<file path="src/rtl/gmii_if.sv">
// GMII transmit bundle: one byte per clock with a frame-valid strobe and an
// error strobe. The framer drives the master side.
interface gmii_if;
  logic [7:0] data;
  logic       valid;
  logic       error;

  modport master (output data, output valid, output error);
  modport slave  (input  data, input  valid, input  error);
endinterface

</file>
<file path="src/rtl/gmii_tx_framer.sv">
// Transmit framer: wraps a payload stream in preamble, SFD, zero pad and
// CRC-32 FCS on a registered GMII output, then holds the inter-packet gap.
module gmii_tx_framer #(
  parameter int PREAMBLE_BYTES    = 7,
  parameter int MIN_PAYLOAD_BYTES = 60,
  parameter int IFG_BYTES         = 12
) (
  input  logic       clk,
  input  logic       rst,
  input  logic [7:0] s_data,
  input  logic       s_valid,
  input  logic       s_last,
  output logic       s_ready,
  gmii_if.master     gmii_if_tx_o,
  output logic [2:0] state_dbg
);

  typedef enum logic [2:0] {
    IDLE     = 3'd0,
    PREAMBLE = 3'd1,
    SFD      = 3'd2,
    DATA     = 3'd3,
    PAD      = 3'd4,
    FCS      = 3'd5,
    DRAIN    = 3'd6,
    IFG      = 3'd7
  } state_t;

  localparam logic [15:0] PRE_C = 16'(PREAMBLE_BYTES);
  localparam logic [15:0] MIN_C = 16'(MIN_PAYLOAD_BYTES);
  localparam logic [15:0] IFG_C = 16'(IFG_BYTES);

  state_t      state, state_nxt;
  logic [15:0] cnt, cnt_nxt, cnt_inc;
  logic [31:0] crc, crc_nxt;
  logic [7:0]  tx_data_nxt;
  logic        tx_valid_nxt, tx_error_nxt;

  function automatic logic [31:0] crc32_byte(input logic [31:0] c, input logic [7:0] d);
    logic [31:0] r;
    r = c ^ {24'h000000, d};
    for (int i = 0; i < 8; i++) begin
      r = r[0] ? ((r >> 1) ^ 32'hEDB88320) : (r >> 1);
    end
    return r;
  endfunction

  // Handshake: a byte moves when s_valid && s_ready; s_ready depends on state only.
  assign s_ready   = (state == DATA) || (state == DRAIN);
  assign state_dbg = state;
  assign cnt_inc   = cnt + 16'd1;

  always_comb begin
    state_nxt    = state;
    cnt_nxt      = cnt;
    crc_nxt      = crc;
    tx_data_nxt  = 8'h00;
    tx_valid_nxt = 1'b0;
    tx_error_nxt = 1'b0;
    case (state)
      IDLE: begin
        if (s_valid) begin
          tx_data_nxt  = 8'h55;
          tx_valid_nxt = 1'b1;
          cnt_nxt      = 16'd1;
          state_nxt    = (PRE_C <= 16'd1) ? SFD : PREAMBLE;
        end
      end
      PREAMBLE: begin
        tx_data_nxt  = 8'h55;
        tx_valid_nxt = 1'b1;
        cnt_nxt      = cnt_inc;
        if (cnt_inc >= PRE_C) state_nxt = SFD;
      end
      SFD: begin
        tx_data_nxt  = 8'hD5;
        tx_valid_nxt = 1'b1;
        crc_nxt      = 32'hFFFFFFFF;
        cnt_nxt      = 16'd0;
        state_nxt    = DATA;
      end
      DATA: begin
        tx_valid_nxt = 1'b1;
        if (s_valid) begin
          tx_data_nxt = s_data;
          crc_nxt     = crc32_byte(crc, s_data);
          cnt_nxt     = (cnt < MIN_C) ? cnt_inc : cnt;
          if (s_last) begin
            if (cnt_inc < MIN_C) begin
              state_nxt = PAD;
            end else begin
              state_nxt = FCS;
              cnt_nxt   = 16'd0;
            end
          end
        end else begin
          // Underrun: flag the frame as bad on the wire, then swallow the rest.
          tx_error_nxt = 1'b1;
          state_nxt    = DRAIN;
        end
      end
      PAD: begin
        tx_valid_nxt = 1'b1;
        crc_nxt      = crc32_byte(crc, 8'h00);
        if (cnt_inc >= MIN_C) begin
          state_nxt = FCS;
          cnt_nxt   = 16'd0;
        end else begin
          cnt_nxt = cnt_inc;
        end
      end
      FCS: begin
        tx_valid_nxt = 1'b1;
        case (cnt[1:0])
          2'd0:    tx_data_nxt = ~crc[7:0];
          2'd1:    tx_data_nxt = ~crc[15:8];
          2'd2:    tx_data_nxt = ~crc[23:16];
          default: tx_data_nxt = ~crc[31:24];
        endcase
        cnt_nxt = cnt_inc;
        if (cnt[1:0] == 2'd3) begin
          state_nxt = IFG;
          cnt_nxt   = 16'd0;
        end
      end
      DRAIN: begin
        if (s_valid && s_last) begin
          state_nxt = IFG;
          cnt_nxt   = 16'd0;
        end
      end
      IFG: begin
        // The first IFG cycle still shows the final FCS byte on the wire, so
        // the state lasts one cycle longer than the idle gap it guarantees.
        if (cnt >= IFG_C) begin
          state_nxt = IDLE;
          cnt_nxt   = 16'd0;
        end else begin
          cnt_nxt = cnt_inc;
        end
      end
      default: state_nxt = IDLE;
    endcase
  end

  always_ff @(posedge clk) begin
    if (rst) begin
      state              <= IDLE;
      cnt                <= 16'd0;
      crc                <= 32'hFFFFFFFF;
      gmii_if_tx_o.data  <= 8'h00;
      gmii_if_tx_o.valid <= 1'b0;
      gmii_if_tx_o.error <= 1'b0;
    end else begin
      state              <= state_nxt;
      cnt                <= cnt_nxt;
      crc                <= crc_nxt;
      gmii_if_tx_o.data  <= tx_data_nxt;
      gmii_if_tx_o.valid <= tx_valid_nxt;
      gmii_if_tx_o.error <= tx_error_nxt;
    end
  end

endmodule

</file>
<file path="src/flat_wrapper.sv">
// flat-port wrapper written by rule: the top's interface ports become plain ports
module gmii_tx_framer_flat 
#(
  parameter int PREAMBLE_BYTES    = 7,
  parameter int MIN_PAYLOAD_BYTES = 60,
  parameter int IFG_BYTES         = 12
)
  (clk, rst, s_data, s_valid, s_last, s_ready, state_dbg, gmii_if_tx_o_data, gmii_if_tx_o_valid, gmii_if_tx_o_error);
  gmii_if gmii_if_tx_o_i ();
  input  logic clk;
  input  logic rst;
  input  logic [7:0] s_data;
  input  logic s_valid;
  input  logic s_last;
  output logic s_ready;
  output logic [2:0] state_dbg;
  output wire logic [$bits(gmii_if_tx_o_i.data)-1:0] gmii_if_tx_o_data;
  output wire logic [$bits(gmii_if_tx_o_i.valid)-1:0] gmii_if_tx_o_valid;
  output wire logic [$bits(gmii_if_tx_o_i.error)-1:0] gmii_if_tx_o_error;
  assign gmii_if_tx_o_data = gmii_if_tx_o_i.data;
  assign gmii_if_tx_o_valid = gmii_if_tx_o_i.valid;
  assign gmii_if_tx_o_error = gmii_if_tx_o_i.error;
  gmii_tx_framer #(.PREAMBLE_BYTES(PREAMBLE_BYTES), .MIN_PAYLOAD_BYTES(MIN_PAYLOAD_BYTES), .IFG_BYTES(IFG_BYTES)) u_core (.clk(clk), .rst(rst), .s_data(s_data), .s_valid(s_valid), .s_last(s_last), .s_ready(s_ready), .gmii_if_tx_o(gmii_if_tx_o_i), .state_dbg(state_dbg));
endmodule
</file>
<file path="config.mk">
export PLATFORM = sky130hd
export DESIGN_NAME = gmii_tx_framer_flat
export DESIGN_NICKNAME = d
export VERILOG_FILES = /design/src/rtl/gmii_if.sv /design/src/rtl/gmii_tx_framer.sv /design/src/flat_wrapper.sv
export SDC_FILE = /design/constraint.sdc
export NUM_CORES = 1
export LEC_CHECK = 0
export CAP_MARGIN = 20
export CORE_MARGIN = 1
export CORE_UTILIZATION = 55
export CTS_CLUSTER_DIAMETER = 50
export CTS_CLUSTER_SIZE = 8
export DETAILED_ROUTE_END_ITERATION = 6
export PLACE_DENSITY = 0.74
export SYNTH_ARGS = -nofsm -noshare
export SYNTH_HDL_FRONTEND = slang
export SYNTH_SLANG_ARGS = --single-unit
</file>
<file path="constraint.sdc">
create_clock -name clk -period 8.96 [get_ports clk]
set_input_delay 1.792 -clock clk [delete_from_list [all_inputs] [get_ports clk]]
set_output_delay 1.792 -clock clk [all_outputs]
set_load 0.02 [all_outputs]
</file>
==> results of run 1 <==
## worst max-delay path: cells and delay by family
kind	cells	cell delay [ns]
AOI/OAI and AO/OA	4	1.30
buffers and inverters	2	0.98
and+or+nand+nor	2	0.48
## per-stage QoR
step	std cells	total power, W	instance area (um^2)
global route	713	0.001655	5395
floorplan	603	0.001040	4932
finish	713	0.001564	5395
CTS	713	0.001550	5395
global placement	697	0.001215	5149
detailed placement	697	0.001232	5149
## where the power goes
part,internal [W],switching (W)
Clock,0.000186,0.000127
Combinational,0.000361,0.000474
Sequential,0.000319,0.0000967
## area by class of cell
class / instances / share of cell area
tap: 108 / 0.02505
clock inverter: 7 / 0.02273
multi-input combinational: 485 / 0.6398
clock buffer: 9 / 0.02296
timing repair buffer: 31 / 0.05473
sequential: 61 / 0.2263
inverter: 12 / 0.008349
## cells in the final DEF (no fill, tap or decap), types with 3 or more instances in the layout
cell type,n
a211o_1,9
nand2_1,26
a22oi_1,4
a211oi_1,7
bufinv_16,3
a221oi_1,8
ha_1,5
a311oi_1,3
xor2_1,40
or4_1,3
o211ai_1,5
nand4_1,6
a21oi_1,44
o22a_1,4
o21ai_0,26
and2_1,4
xnor2_1,80
o32ai_1,3
a31oi_1,4
or3_1,4
buf_4,6
nor4_1,4
o21bai_1,14
nor2_1,53
o22ai_1,20
o221ai_1,9
nor2b_1,9
clkbuf_8,9
clkdlybuf4s50_1,25
nand2b_1,10
a41oi_1,3
dfxtp_1,61
nor3_1,17
o31a_1,4
nand3b_1,3
nand3_1,7
xnor2_2,4
inv_1,10
o31ai_1,5
## logic make-up (layout without fill, tap and decap cells)
group / count (synthesis) / count (layout)
DFF: 61 / 61
muxes: 2 / 2
xor gates and xnor gates: 128 / 128
AOI/OAI and AO/OA: 191 / 191
buffers and inverters: 57 / 59
adders and majority gates: 5 / 5
and+or+nand+nor: 159 / 159
## final timing paths
kind / end / startpoint / cells after the start / slack, ns
min reg2reg: u_core.cnt[15] / u_core.cnt[15] / 1 / 0.55
max reg2reg: u_core.cnt[14] / u_core.cnt[1] / 9 / 4.93
max: u_core.cnt[13] / s_valid / 8 / 4.69
min: u_core.cnt[15] / u_core.cnt[15] / 1 / 0.55
## sequential cells by signal, summed over array words and instances, names as in the netlist
name / count
u_core.crc: 32
u_core.state_dbg: 3
u_core.gmii_if_tx_o.valid: 1
u_core.gmii_if_tx_o.error: 1
u_core.cnt: 16
u_core.gmii_if_tx_o.data: 8
## layer usage
layer	vias up	wire length (um)	GRT usage
li1	2184	-	-
met1	2202	5739	0.3828
met2	212	6796	0.5092
met3	57	914	0.05419
met4	0	617	0.1527
met5	-	0	0
==> results.yml, run 1 <==
layout:
  multiInputGateArea_um2: 3452
  nNetsFinal: 617
  seqCellArea_um2: 1221
  fin_util: 0.6187
  diodes: 0
  drive_gt1_frac: 0.07603
  area_growth_pct: 9.386
  n_fill_cell: 784
logic_synthesis:
  post_synth.cell_area_avg_um2: 8.179
  synth_compound_area_frac: 0.2735
  ys_ff_latch: 61
  ys_top_cells_by_count: "xnor2_1, dfxtp_1, nor2_1"
  synth.distinct_cells: 73
  synth-main-ff-cell: "dfxtp_1"
  synth_nets: 620
  netlist.top_cell.by_area: "dfxtp_1"
  synthCells: 603
  yosysMostFrequentCell: "xnor2_1"
  synth_area_um2: 4932
  yosysSeqAreaShare: 0.2476
  synth_top_cell_area_share: 0.2476
  synth-edff-count: 0
  async_flop_share: 0
  yosys.area_share.adder: 0.01268
  synthXorXnorAreaFrac: 0.2440
  synth_top_family_by_area: "compound AO/OA/AOI/OAI gates"
  synth.mux.area_fraction: 0.004059
  ys_top_cells_by_area: "dfxtp_1, xnor2_1, xor2_1"
  synthSimpleGateAreaFrac: 0.1657
  yosysWarnings: 0
setup_path:
  worst-endpoint-arrival_ns: 4.56
  cp_max_fo: 15
  start_kind: "input port"
  critPathSlowestCell: "clkdlybuf4s50_1"
  end_kind: "flop"
  cpMostUsedCell: "o32ai_1"
  slowest_delay_ns: 0.77
  worst-setup-path-type: "input port to flop"
  path_cells: "clkdlybuf4s50_1 -> nand2_1 -> a31oi_1 -> o32ai_1 -> buf_4 -> or3_1 -> o32ai_1 -> a22o_1"
  cp_data_required_time_ns: 9.25
floorplan:
  die_y_um: 96.70
  dieArea_um2: 9350
  std_cell_rows: 34
  coreArea_um2: 8721
  initial_core_util: 0.5656
  die_w_um: 96.70
  ios: 26
clock_tree:
  post_cts_resized: 0
  cts.htree.levels: 3
  cts_buffers: 9
  clockRootBuffer: "clkbuf_8"
  clock_latency_ns: 0.35
  clockBufferDepth: 2
  postCtsSetupBuffers: 0
  numClockSinks: 61
  path_clk_slew_ns: 0.08
  cts-hold-fix-buffers: 0
  cts_tree: "done"
global_routing:
  antenna_found_initial: 0
  grt_max_degree: 53
  grt_usage: 0.3072
  grt_pass1_vias: 4462
  gr-total-overflow: 0
  grt_pass1_wl_um: 23090
sta:
  relSlewSlack: 0.2807
  fin_tns_setup_ns: 0
  clock_skew_ns: 0.01169
  whs_ns: 0.5462
  hold_viol: 0
  fin_crit_ns: 4.273
  rsz0062_at_grt: "false"
  fin_ws_ns: 4.687
  finalSetupViolations: 0
  clock.fmax_mhz: 234.0
  drv_slew: 0
  period_share: 0.4769
  worst_pin_slew_ns: 1.076
drt:
  wl_per_cell_um: 19.73
  totalWireLength_um: 14070
  drc: 0
  drt-vias-per-instance: 6.529
  first_pass_iters: 5
  drt_iter0_drc: 351
  drtAntennaViolNets: 0
  vias: 4655
job:
  cap_violations: 0
placed_design:
  io_buffer_count: 25
  preCtsSetupSlack_ns: 4.373
  dp_hpwl_um: 9857
  place.gp.congestion: 0.9496
power_and_ir_drop:
  ir_drop_mv: 0.1107
  p_leak_nw: 1.849
  powerDensity_nw_per_um2: 289.9
status:
  status: "finished, final reports clean"
min_path:
  hp-class: "flop to flop"
No activity file was read; power rests on OpenSTA's default activity.
==> run 2, diff against run 1 <==
--- a/config.mk
+++ b/config.mk
@@ -11,7 +11,7 @@
 export CTS_CLUSTER_DIAMETER = 50
 export CTS_CLUSTER_SIZE = 8
 export DETAILED_ROUTE_END_ITERATION = 6
-export PLACE_DENSITY = 0.74
+export PLACE_DENSITY = 0.77
 export SYNTH_ARGS = -nofsm -noshare
 export SYNTH_HDL_FRONTEND = slang
 export SYNTH_SLANG_ARGS = --single-unit
==> constraint.sdc (replaced) <==
create_clock -name clk -period 3.5 [get_ports clk]
set_input_delay 0.7 -clock clk [delete_from_list [all_inputs] [get_ports clk]]
set_output_delay 0.7 -clock clk [all_outputs]
set_load 0.02 [all_outputs]
==> run 2 against run 1 <==
Compared with the run above: utilization grew 0.92 points; power grew 150%; sequential power grew 150%; clock power grew 89%; critical path type is now flop to flop.
==> results.yml, run 2 (same netlist as run 1, synthesis figures left out) <==
setup_path:
  crit_end: "u_core.cnt[0]"
  ff2ff_setup_slack_ns: 0.29
  r2r-start: "u_core.cnt[0]"
  cp.depth: 9
  r2r_cells: 9
  cp.buffers_inverters: 1
  cp_data_required_time_ns: 3.70
  slowest_delay_ns: 0.52
  cpMostUsedCell: "o21ai_0"
  worst-endpoint-arrival_ns: 3.40
  path_cells: "ha_1 -> inv_2 -> or4_1 -> a311oi_2 -> nor2_1 -> a311oi_4 -> o21ai_0 -> o21ai_0 -> a221oi_1"
  r2r_end: "u_core.cnt[0]"
  end_kind: "flop"
  critPathSlowestCell: "dfxtp_1"
  cp_max_fo: 9
  crit_start: "u_core.cnt[0]"
  cp_top_family: "compound AO/OA/AOI/OAI gates"
  worst-setup-path-type: "flop to flop"
  start_kind: "flop"
floorplan:
  die_y_um: 96.70
  ios: 26
  initial_core_util: 0.5656
  die_w_um: 96.70
  std_cell_rows: 34
  dieArea_um2: 9350
  coreArea_um2: 8721
layout:
  nNetsFinal: 637
  mostFrequentLayoutCells: "xnor2_1, dfxtp_1, nor2_1"
  drive_gt1_frac: 0.1056
  layout_commonest_cell: "xnor2_1"
  fin_util: 0.6278
  top_regs: "u_core.crc: 32 flops, u_core.cnt: 16 flops, u_core.gmii_if_tx_o.data: 8 flops"
  top_register: "u_core.crc"
  area_growth_pct: 11.01
  largest_reg_flops: 32
  n_fill_cell: 755
  diodes: 0
drt:
  vias: 4814
  drtAntennaViolNets: 0
  wl_per_cell_um: 19.95
  totalWireLength_um: 14620
  drc: 0
  drt-vias-per-instance: 6.568
  drt_iter0_drc: 381
  first_pass_iters: 5
clock_tree:
  postCtsSetupBuffers: 0
  numClockSinks: 61
  post_cts_resized: 0
  cts_tree: "done"
  cts_buffers: 9
  cts.htree.levels: 3
  path_clk_slew_ns: 0.07
  clockBufferDepth: 2
  cts-hold-fix-buffers: 0
  clock_latency_ns: 0.36
  clockRootBuffer: "clkbuf_8"
status:
  status: "finished, final reports clean"
global_routing:
  antenna_found_initial: 0
  gr-total-overflow: 0
  grt_pass1_vias: 4565
  grt_pass1_wl_um: 23560
  grt_max_degree: 52
  grt_usage: 0.3154
min_path:
  min_from: "u_core.crc[19]"
  hp-class: "flop to flop"
power_and_ir_drop:
  powerDensity_nw_per_um2: 708.1
  ir_drop_mv: 0.2259
  p_leak_nw: 1.918
sta:
  hold_viol: 0
  worst_pin_slew_ns: 0.9979
  rsz0062_at_grt: "false"
  finalSetupViolations: 0
  fin_tns_setup_ns: 0
  clock_skew_ns: 0.01534
  clock.fmax_mhz: 312.0
  whs_ns: 0.5466
  relSlewSlack: 0.3302
  period_share: 0.9159
  fin_crit_ns: 3.206
  drv_slew: 0
placed_design:
  io_buffer_count: 25
  place.gp.congestion: 0.9770
  dp_hpwl_um: 10340
job:
  cap_violations: 0
-- run 2: through the flow --
stage | worst slack, ns | cells | total power [W] | cell area (um^2)
final | 0.2944 | 733 | 0.003877 | 5475
after global routing | 0.07690 | 733 | 0.004108 | 5475
after CTS | 0.3496 | 733 | 0.003842 | 5475
after detailed placement | 0.3376 | 717 | 0.003248 | 5299
after global placement | 0.4099 | 717 | 0.003197 | 5299
after floorplan | 0.6975 | 603 | 0.002663 | 4932
-- run 2: metal layers --
| metal | global-route usage | routed length [um] | share of wire | up-vias |
|---|---|---|---|---|
| li1 | - | - | - | 2215 |
| met1 | 0.3776 | 5739 | 0.39 | 2265 |
| met2 | 0.5282 | 6951 | 0.48 | 262 |
| met3 | 0.05997 | 1091 | 0.075 | 72 |
| met4 | 0.1780 | 837 | 0.057 | 0 |
| met5 | 0 | 0 | 0 | - |
-- run 2: worst min-delay path by stage --
stage,cells after the start,endpoint,slack [ns]
6_report,1,u_core.crc[19],0.55
5_1_grt,1,u_core.crc[20],0.56
4_1_cts,1,u_core.cnt[15],0.54
3_5_place_dp,1,u_core.cnt[15],0.52
3_3_place_gp,1,u_core.cnt[15],0.52
2_1_floorplan,1,u_core.cnt[15],0.49
-- run 2: cell type report --
type,count,area [um^2],share of cell area
Inverter,12,45.04,0.008227
Multi-Input combinational cell,485,3452,0.6305
Clock inverter,7,52.55,0.009598
Tap cell,108,135.1,0.02468
Timing Repair Buffer,51,445.4,0.08135
Sequential cell,61,1221,0.2230
Clock buffer,9,123.9,0.02262
-- run 2: power breakdown --
part / total, W / internal (W) / switching (W)
Combinational: 0.00226 / 0.000980 / 0.00128
Clock: 0.000593 / 0.000259 / 0.000334
Sequential: 0.00102 / 0.000817 / 0.000207
Total: 0.00388 / 0.00206 / 0.00182
